## src/rtl/mult4_seq_ctrl.sv

```systemverilog
// Shift-and-add unsigned multiply sequencer driving an external combinational adder.
// Optional MULT_ZERO_SKIP_EN: zero operands bypass CALC and complete in one edge.
module mult4_seq_ctrl #(
    parameter int WIDTH = 4
) (
    input  logic               clk,
    input  logic               reset,
    input  logic               start,
    input  logic [WIDTH-1:0]   a,
    input  logic [WIDTH-1:0]   b,
    output logic               busy,
    output logic               done,
    output logic [2*WIDTH-1:0] p,
    output logic               as_add_sub,
    output logic [WIDTH-1:0]   as_a,
    output logic [WIDTH-1:0]   as_b,
    input  logic [WIDTH-1:0]   as_r,
    input  logic               as_co
);

    localparam int CW = (WIDTH > 1) ? $clog2(WIDTH) : 1;
    localparam logic [CW-1:0] LAST = CW'(WIDTH - 1);

    typedef enum logic [1:0] {
        IDLE,
        CALC,
        DONE
    } state_t;

    state_t             state, state_nx;
    logic [WIDTH-1:0]   m, m_nx;
    logic [WIDTH-1:0]   q, q_nx;
    logic [WIDTH-1:0]   acc, acc_nx;
    logic [CW-1:0]      cnt, cnt_nx;
    logic [2*WIDTH-1:0] p_nx;
    logic               done_nx;
    logic [2*WIDTH-1:0] shifted;

    always_ff @(posedge clk or posedge reset) begin
        if (reset) begin
            state <= IDLE;
            m     <= '0;
            q     <= '0;
            acc   <= '0;
            cnt   <= '0;
            p     <= '0;
            done  <= 1'b0;
        end else begin
            state <= state_nx;
            m     <= m_nx;
            q     <= q_nx;
            acc   <= acc_nx;
            cnt   <= cnt_nx;
            p     <= p_nx;
            done  <= done_nx;
        end
    end

    // {carry, sum, Q} shifted right by one; Q[0] has already been consumed
    assign shifted = {as_co, as_r, q[WIDTH-1:1]};

    always_comb begin
        state_nx   = state;
        m_nx       = m;
        q_nx       = q;
        acc_nx     = acc;
        cnt_nx     = cnt;
        p_nx       = p;
        done_nx    = 1'b0;
        busy       = 1'b0;
        as_add_sub = 1'b0;
        as_a       = '0;
        as_b       = '0;
        unique case (state)
            IDLE: begin
                if (start) begin
                    m_nx   = a;
                    q_nx   = b;
                    acc_nx = '0;
                    cnt_nx = '0;
`ifdef MULT_ZERO_SKIP_EN
                    if ((a == '0) || (b == '0)) begin
                        p_nx     = '0;
                        done_nx  = 1'b1;
                        state_nx = DONE;
                    end else begin
                        state_nx = CALC;
                    end
`else
                    state_nx = CALC;
`endif
                end
            end
            CALC: begin
                busy   = 1'b1;
                as_a   = acc;
                as_b   = q[0] ? m : '0;
                acc_nx = shifted[2*WIDTH-1:WIDTH];
                q_nx   = shifted[WIDTH-1:0];
                cnt_nx = cnt + 1'b1;
                if (cnt == LAST) begin
                    p_nx     = shifted;
                    done_nx  = 1'b1;
                    state_nx = DONE;
                end
            end
            DONE: begin
                state_nx = IDLE;
            end
            default: begin
                state_nx = IDLE;
            end
        endcase
    end

endmodule

```

## config.mk

```make
export PLATFORM = sky130hd
export DESIGN_NAME = mult4_seq_ctrl
export DESIGN_NICKNAME = d
export VERILOG_FILES = /design/src/rtl/mult4_seq_ctrl.sv
export SDC_FILE = /design/constraint.sdc
export NUM_CORES = 1
export LEC_CHECK = 0
export ABC_AREA = 1
export CAP_MARGIN = 40
export CELL_PAD_IN_SITES_DETAIL_PLACEMENT = 1
export CELL_PAD_IN_SITES_GLOBAL_PLACEMENT = 1
export CORE_ASPECT_RATIO = 1.2
export CORE_MARGIN = 4
export CORE_UTILIZATION = 30
export DETAILED_ROUTE_END_ITERATION = 6
export GPL_ROUTABILITY_DRIVEN = 0
export GPL_TIMING_DRIVEN = 0
export HOLD_SLACK_MARGIN = 0.06
export PLACE_DENSITY_LB_ADDON = 0.1
export RECOVER_POWER = 50
export SKIP_LAST_GASP = 1
export SYNTH_ARGS = -nofsm -noshare
export SYNTH_HDL_FRONTEND = slang
export SYNTH_SLANG_ARGS = --single-unit
```

## constraint.sdc

```tcl
create_clock -name clk -period 1.15 [get_ports clk]
set_clock_uncertainty 0.05 [all_clocks]
set_input_delay 0.23 -clock clk [delete_from_list [all_inputs] [get_ports clk]]
set_output_delay 0.23 -clock clk [all_outputs]
set_load 0.02 [all_outputs]
```

==> results.md, run 1 <==
* Setup violators final at 34
* CTS root buffer: clkbuf_8
* Pre-Repair DR Iteration Count at 3
* CP arrival at 1.22 ns
* Total GRT Usage at 15.37%
* R2R Path End: p[4]
* Detailed-placement wirelength estimate at 2246 um
* Met1 Track Usage GR at 17.07%
* Initial core utilization at 31.34%
* Failing checks: negative setup slack
* CP peak stage delay at 0.44 ns
* Crit path kind: reg2out
* Slew Viols, Final at 0
* Number of global-route vias before repair at 1204
* Initial antenna violation count at 0
* Layout Cells excl Fill at 241
* Critical Path End: as_b[2]
* Number of synthesized flops with an enable pin at 0
* Busiest grt layer: met2
* DP Area at 1623 um2
* Critical path depth in cells at 5
* Area contributors post-synth: dfrtp_1 55%, nand2_1 18%, o21ai_2 3.8%
* # fillers at 433
* Hold Path Class: in2async
* PwrDens at 2867 nW/um2
* Row count at 24
* Status: finished with violations
* Synth area leader: dfrtp_1
* Share of cells above drive strength 1 at 41.27%
* Port buffer count at 33
* Cts bufs inserted at 3
* Layout net count at 207
* Worst-path maximum fanout at 5
* Hold Violations, Final at 0
* Data required, critical path at 0.87 ns
* RSZ-0062 raised after global routing: yes
* Vias per inst at 4.423
* Clock sinks at 25
* GRT met2 Usage at 29.47%
* Syn. warnings at 0
* Via count at 1066
* Global-route wire length before repair at 5720 um
* Crit path capture type: output pin
* DRC at 0
* Clk buf depth at 2
* Clock latency on the worst-skew pair at 0.27 ns
* Mapped Nets at 151
* Top Family by Delay on Critical Path: flip-flops
* Leak at 0.9479 nW
* Overflow after GRT at 0
* ANT cells at 0
* Commonest cells post-synth: 56 x nand2_1, 25 x dfrtp_1, 11 x inv_1
* Routed WL at 3266 um
* Post-synthesis register bit count at 25
* Mapped cell area at 1139 um2
* Maximum vdd drop at 1216 uV
* Crit path cell chain: inv_4, nand2_8, buf_12, nor2_4, buf_6
* Initial DRC Count at 22
* Hold_buf cts at 0
* Area growth syn-to-layout at 66.70%
* Worst hold slack at 0.3744 ns
* CTS tree: yes
* CTS H-Tree Depth at 1
* Footprint of the multi-input gates at 541.8 um2
* Crit Reg-Reg Startpoint: state[1]
* Cells after Synth at 134
* Final period util at 130.1%
* Sequential area share after synthesis at 54.95%
* Antenna viol nets, final at 0
* Critical-path top delay cell: dfrtp_2
* Largest net degree at the start of global routing at 14
* Die H at 75.49 um
* Async SR Flop Fraction at 100.0%
* Slack of the worst reg-to-reg path at -0.27 ns
* Crit. Startpoint: state[1]
* Chip width at 64.24 um
* Die Area at 4849 um2
* Cell with the most instances after synthesis: nand2_1
* Avg WL per Cell at 13.55 um
* Setup WS post-layout at -0.3465 ns
* Highest Clock Rate at 0.6682 GHz
* GRT met3 Usage at 2.360%
* Reg area at 626.9 um2
* Core area at 3633 um2
* Crit start category: flip-flop
* Top-Level Pins at 35
* Worst Reg2Reg Path Length in Cells at 8
* Tot Pwr at 5.442 mW
* Distinct cell type count after synthesis at 16
* Critical path buffers and inverters at 3
* Minimum clock period at 1.496 ns
* Placed insts at 220
* Mapped Avg Cell Area at 8.497 um2
* Primary FF master, synth: dfrtp_1
* Max capacitance violation total at 0
* CTS clk-pin slew, worst paths at 0.09 ns
* Design area at 1898 um2
* Yosys top cell area share at 54.95%
-- area by class of cell --
class / count / area share, %
plain buffers: 5 / 3.428
clock buffers: 4 / 2.373
well taps: 52 / 3.428
flip-flops and latches: 25 / 33.03
repair buffers: 51 / 26.04
multi-input cells: 90 / 28.54
inverters: 14 / 3.164
-- worst register-to-register path, delay by kind of cell (launching register included) --
kind | cells | cell delay (ns)
compound gates | 1 | 0.05
buf+inv | 4 | 0.54
flops | 1 | 0.44
simple gates | 3 | 0.24
-- kinds of logic after synthesis --
logic type               Yosys count  share of synthesized area [%]
AND/OR/NAND/NOR                   77                          28.02
flip-flops                        25                          54.95
buffers and inverters             19                          9.121
AO/OA/AOI/OAI                     11                          6.483
adder cells (fa/ha/maj)            1                          1.099
other                              1                         0.3294
-- per-stage QoR --
| stage | TNS (ns) | util [%] | setup slack, ns |
|---|---|---|---|
| floorplan | -0.4702 | - | -0.05988 |
| global placement | -16.79 | 44.25 | -0.6806 |
| detailed placement | -9.674 | 44.66 | -0.6943 |
| CTS | -7.335 | 50.48 | -0.3464 |
| global route | -10.25 | 52.24 | -0.4013 |
| finish | -7.757 | 52.24 | -0.3465 |
-- worst min path at each step --
stage	slack [ns]	from	endpoint
after floorplan	0.21	reset	acc[0]
after global placement	0.41	cnt[1]	cnt[1]
after detailed placement	0.41	p[0]	p[0]
after CTS	0.26	reset	acc[3]
after global routing	0.43	reset	q[0]
final	0.37	reset	q[0]
-- layer usage --
metal  vias to the layer above  part of all wire, %  wire [um]
met1                       526                   39       1285
met5                         -                    0          0
met3                         4                  3.5        114
met4                         0                  1.3         44
li1                        515                    -          -
met2                        21                   56       1821
-- state kept, by name (all words and copies together), names as in the netlist --
register,flops
state,2
q,4
done,1
p,8
acc,4
cnt,2
m,4
-- repair_timing --
action,in CTS,in global routing
hold endpoints to repair,0,0
gates resized for setup,106,20
pin swaps,4,3
endpoints found under the setup margin,35,35
cloned,3,0
buffers inserted,11,3
-- cells in the final DEF, fill, tap and decap left out, types with 2 or more instances in the layout --
| cell type | n |
|---|---|
| buf_16 | 2 |
| buf_2 | 9 |
| buf_4 | 11 |
| buf_6 | 17 |
| clkbuf_8 | 3 |
| clkdlybuf4s50_1 | 14 |
| dfrtp_1 | 24 |
| inv_1 | 10 |
| inv_4 | 3 |
| nand2_1 | 47 |
| nand2_2 | 9 |
| nand2_8 | 2 |
| nand3_1 | 8 |
| nor2_4 | 10 |
| o21ai_0 | 2 |
| o21ai_1 | 2 |
| o21ai_2 | 6 |
-- report_power, final --
part | leakage (nW) | switching, mW | total (mW) | internal (mW)
clock network | 0.0228 | 0.278 | 0.526 | 0.248
logic | 0.615 | 1.76 | 3.35 | 1.59
registers | 0.310 | 0.270 | 1.56 | 1.29
total | 0.948 | 2.31 | 5.44 | 3.13
(Power assumes the default switching activity.)
==> inputs of run 2 (changes only) <==
- HOLD_SLACK_MARGIN: 0.06 -> 0.12
==> results of run 2 <==
Same layout as run 1: the final DEF is identical, and so are final timing and power.
